$ cat src/rtl/quad_eval_driver.sv
// Serial Go/DataIn load initiator for the quadratic evaluator (A*x^2 + B*x + C, 8-bit).
// Define QUAD_EVAL_DRV_CHECK_EN to add the Mismatch self-check output.
module quad_eval_driver #(
   parameter int unsigned GO_HOLD        = 2,
   parameter int unsigned GAP_CYCLES     = 1,
   parameter int unsigned TIMEOUT_CYCLES = 15
) (
   input  logic       Clock,
   input  logic       ResetN,
   input  logic       Start,
   input  logic [7:0] A,
   input  logic [7:0] B,
   input  logic [7:0] C,
   input  logic [7:0] X,
   output logic       Ready,
   output logic       Go,
   output logic [7:0] DataOut,
   input  logic       ResultValid,
   input  logic [7:0] DataResult,
   output logic [7:0] Result,
   output logic       Done,
   output logic       Timeout
`ifdef QUAD_EVAL_DRV_CHECK_EN
   ,
   output logic       Mismatch
`endif
);

   localparam int unsigned MaxHg  = (GO_HOLD > GAP_CYCLES) ? GO_HOLD : GAP_CYCLES;
   localparam int unsigned MaxCnt = (TIMEOUT_CYCLES > MaxHg) ? TIMEOUT_CYCLES : MaxHg;
   localparam int unsigned CntW   = $clog2(MaxCnt + 1);

   localparam logic [CntW-1:0] HoldLast = CntW'(GO_HOLD - 1);
   localparam logic [CntW-1:0] GapLast  = CntW'(GAP_CYCLES - 1);
   localparam logic [CntW-1:0] WaitLast = CntW'(TIMEOUT_CYCLES - 1);

   typedef enum logic [2:0] {
      StIdle,
      StSetup,
      StHold,
      StGap,
      StWaitRes,
      StFinish
   } state_e;

   state_e          state_q, state_d;
   logic [1:0]      idx_q, idx_d;
   logic [CntW-1:0] cnt_q, cnt_d;
   logic [3:0][7:0] coef_q, coef_d;
   logic [7:0]      dout_d, res_d;
   logic            tmo_d;

   always_comb begin
      state_d = state_q;
      idx_d   = idx_q;
      cnt_d   = cnt_q;
      coef_d  = coef_q;
      dout_d  = DataOut;
      res_d   = Result;
      tmo_d   = Timeout;
      case (state_q)
         StIdle: begin
            if (Start) begin
               coef_d  = {X, C, B, A};
               tmo_d   = 1'b0;
               idx_d   = 2'd0;
               cnt_d   = '0;
               dout_d  = A;
               state_d = StSetup;
            end
         end
         StSetup: begin
            cnt_d   = '0;
            state_d = StHold;
         end
         StHold: begin
            if (cnt_q == HoldLast) begin
               cnt_d   = '0;
               state_d = StGap;
            end else begin
               cnt_d = cnt_q + 1'b1;
            end
         end
         StGap: begin
            if (cnt_q == GapLast) begin
               cnt_d = '0;
               if (idx_q == 2'd3) begin
                  state_d = StWaitRes;
               end else begin
                  idx_d   = idx_q + 2'd1;
                  dout_d  = coef_q[idx_q + 2'd1];
                  state_d = StSetup;
               end
            end else begin
               cnt_d = cnt_q + 1'b1;
            end
         end
         StWaitRes: begin
            // A result seen on the final counted cycle still wins over the timeout.
            if (ResultValid) begin
               res_d   = DataResult;
               state_d = StFinish;
            end else if (cnt_q == WaitLast) begin
               tmo_d   = 1'b1;
               state_d = StFinish;
            end else begin
               cnt_d = cnt_q + 1'b1;
            end
         end
         StFinish: state_d = StIdle;
         default:  state_d = StIdle;
      endcase
   end

   always_ff @(posedge Clock or negedge ResetN) begin
      if (!ResetN) begin
         state_q <= StIdle;
         idx_q   <= 2'd0;
         cnt_q   <= '0;
         coef_q  <= '0;
         Ready   <= 1'b1;
         Go      <= 1'b0;
         DataOut <= 8'd0;
         Result  <= 8'd0;
         Done    <= 1'b0;
         Timeout <= 1'b0;
      end else begin
         state_q <= state_d;
         idx_q   <= idx_d;
         cnt_q   <= cnt_d;
         coef_q  <= coef_d;
         Ready   <= (state_d == StIdle);
         Go      <= (state_d == StHold);
         DataOut <= dout_d;
         Result  <= res_d;
         Done    <= (state_d == StFinish);
         Timeout <= tmo_d;
      end
   end

`ifdef QUAD_EVAL_DRV_CHECK_EN
   logic [7:0] exp_q, exp_d;

   // Horner form with 8-bit wrap at each step, matching the evaluator.
   assign exp_d = (A * X + B) * X + C;

   always_ff @(posedge Clock or negedge ResetN) begin
      if (!ResetN) begin
         exp_q    <= 8'd0;
         Mismatch <= 1'b0;
      end else begin
         if (state_q == StIdle && Start) exp_q <= exp_d;
         if (state_q == StFinish) Mismatch <= !Timeout && (Result != exp_q);
      end
   end
`endif

endmodule

$ cat config.mk
export PLATFORM = sky130hd
export DESIGN_NAME = quad_eval_driver
export DESIGN_NICKNAME = d
export VERILOG_FILES = /design/src/rtl/quad_eval_driver.sv
export SDC_FILE = /design/constraint.sdc
export NUM_CORES = 1
export LEC_CHECK = 0
export BUFFER_PORTS_ARGS = -buffer_cell sky130_fd_sc_hd__buf_2
export CORE_ASPECT_RATIO = 0.6
export CORE_UTILIZATION = 45
export CTS_BUF_LIST = sky130_fd_sc_hd__clkbuf_8
export DETAILED_ROUTE_END_ITERATION = 12
export MAX_ROUTING_LAYER = met4
export PLACE_DENSITY = 0.78
export SLEW_MARGIN = 20
export SYNTH_ARGS = -nofsm -noshare
export SYNTH_HDL_FRONTEND = slang
export SYNTH_SLANG_ARGS = --single-unit
$ cat constraint.sdc
create_clock -name Clock -period 2.2 [get_ports Clock]
set_clock_uncertainty 0.05 [all_clocks]
set_input_delay 0.44 -clock Clock [delete_from_list [all_inputs] [get_ports Clock]]
set_output_delay 0.44 -clock Clock [all_outputs]
set_load 0.01 [all_outputs]
==> results.tsv <==
metric	value	unit
outcome	completed	
Initial Utilization	48.8	%
total gr overflow	0	
Reg power frac	39.6	%
maxcap violations	0	
final std cell area, no fill	3440	um^2
Switching Fraction	34.8	%
DP Area	3270	um^2
Reg2Reg Depth	6	
clock slew at reported path FFs	0.07	ns
R2R Path End	DataOut[0]	
# nets final	325	
post-layout util	59.3	%
Yosys reg bits	61	
clock sink count	61	
# diodes	0	
slack of the critical path	0.284	ns
critical path class	reg2reg	
starting DRC count in detailed routing	76	
clock tree buffer depth	2	
ANT nets after route	0	
Fin Setup TNS	0	ns
Post CTS Setup Buffer Count	0	
Via Count	1887	
CTS root buf	clkbuf_8	
Tmin final	1.92	ns
RD Place Congestion	0.863	
critical path peak fanout	10	
P_int	3.14	mW
highest-count cells in the layout ignoring fill and taps	buf_2 (63), dfrtp_1 (60), mux2_2 (38), nor2_1 (17), clkbuf_8 (11)	
Clock power frac	18.5	%
GR Util All Layers	20.4	%
# DRC	0	
top_reg_cell synth	dfrtp_1	
Routed WL	5680	um
CTS Hold Buffers Added	0	
placed cells	345	
CTS H-Tree Depth	3	
Min-Delay Path Class	in2async	
worst slack at placement	0.323	ns
Power Density	1400	nW/um^2
# setup viols final	0	
synth unique cells	39	
RR Startpoint	state_q[1]	
Slew HR	62.9	%
CTS tree	yes	
vias per inst	5.23	
layout cells sized above 1	51.2	%
register area share after synthesis	53.9	%
Critical Path AT	2.12	ns
Cells after Synth	204	
TritonCTS buffer count	9	
post-synthesis async set-or-reset flop share	100	%
vias in the first global route	1903	
YS warnings	0	
overall power	4.82	mW
setup slack, reg-to-reg	0.28	ns
DRT Pass-1 Iters	4	
commonest non-fill, non-tap cell in the layout	buf_2	
leakage	1.62	nW
fmax	522	MHz
CP endpoint	DataOut[0]	
antenna violations before repair	0	
Pins Over Slew Limit	0	
Least-Margin Pin Slew	0.555	ns
final period utilization	87.1	%
synthesized area	2840	um^2
Worst Setup SP	state_q[1]	
Hold Vio Cnt, Final	0	
CTS resizes	0	
Setup crit start kind	flip-flop	
synthesis-to-layout area growth	21.4	%
logic gate share of total power	41.9	%
RSZ-0062 raised after global routing	no	
switching power total	1.68	mW
Post-synth EDFFs	0	
Crit path required time	2.41	ns
Die Height	63.5	um
final non-filler cell total	361	
core area	5810	um^2
Syn Nets	253	
Die ar.	6640	um^2
worst skew pair latency	0.34	ns
Port Buffers	63	
Max VDD drop	0.528	mV
post-DP HPWL	4050	um
Synth Area per Inst	13.9	um^2
Routed WL per cell	15.7	um
Core Rows	21	
Ports	64	
die width	104	um
endpoint type of the worst setup path	flip-flop	
WHS	0.0185	ns
wire length of the first global-routing pass	9730	um
largest net degree at the start of global routing	41	
==> logic make-up after synthesis <==
kind of cell,Yosys count,synth area share [%]
multiplexers,59,26.3
buffers and inverters,17,3.35
AND/OR/NAND/NOR,37,7.54
adder cells (fa/ha/maj),5,2.21
AO/OA/AOI/OAI,25,6.71
flip-flops,61,53.9
==> per-layer routing <==
metal,global-route usage [%],part of all wire (%)
met1,26.5,47
met2,28.4,44
met3,9.21,7.2
met4,5.89,1.1
met5,-,0
==> cells in the mapped netlist (all sizes together), types with 4 or more instances <==
| cell | count | area (um^2) |
|---|---|---|
| mux2i | 9 | 90.1 |
| o21ai | 4 | 20.0 |
| dfrtp | 60 | 1500 |
| nor2 | 18 | 70.1 |
| inv | 6 | 22.5 |
| a21oi | 9 | 48.8 |
| ha | 5 | 62.6 |
| mux2 | 42 | 477 |
| nand4 | 4 | 25.0 |
| buf | 10 | 68.8 |
| mux4 | 8 | 180 |
==> registers in the layout (all words and copies together) (netlist names), 2 cells and up <==
register,cells
state_q,3
coef_q,32
idx_q,2
cnt_q,4
Result,8
DataOut,8
==> worst max-delay path, cell delays in order, from the launching register on <==
cell	delay, ns
dfrtp_1	0.51
or3b_1	0.44
a21o_1	0.23
a31oi_4	0.20
buf_4	0.21
nor2_1	0.06
a21oi_1	0.13
==> power by group through the flow <==
stage	Clock, mW	Combinational (mW)	Sequential, mW
floorplan	0	1.53	1.87
finish	0.891	2.02	1.91
global placement	0	1.96	1.90
detailed placement	0	2.00	1.93
CTS	0.916	2.03	1.91
global route	0.985	2.22	1.97
==> final cells by class <==
class / count / area (um^2)
Multi-Input combinational cell: 126 / 1220
Tap cell: 80 / 100
Fill cell: 488 / 2360
Inverter: 6 / 22.5
Clock buffer: 11 / 151
Sequential cell: 61 / 1530
Clock inverter: 5 / 26.3
Timing Repair Buffer: 72 / 395
==> worst min-delay path by stage <==
stage | start | depth (start not counted) | endpoint
6_report | ResetN | 1 | coef_q[15]
3_3_place_gp | ResetN | 1 | Done
5_1_grt | ResetN | 1 | Go
4_1_cts | ResetN | 1 | coef_q[15]
3_5_place_dp | ResetN | 1 | Go
2_1_floorplan | ResetN | 0 | DataOut[0]
(Power assumes the default switching activity.)
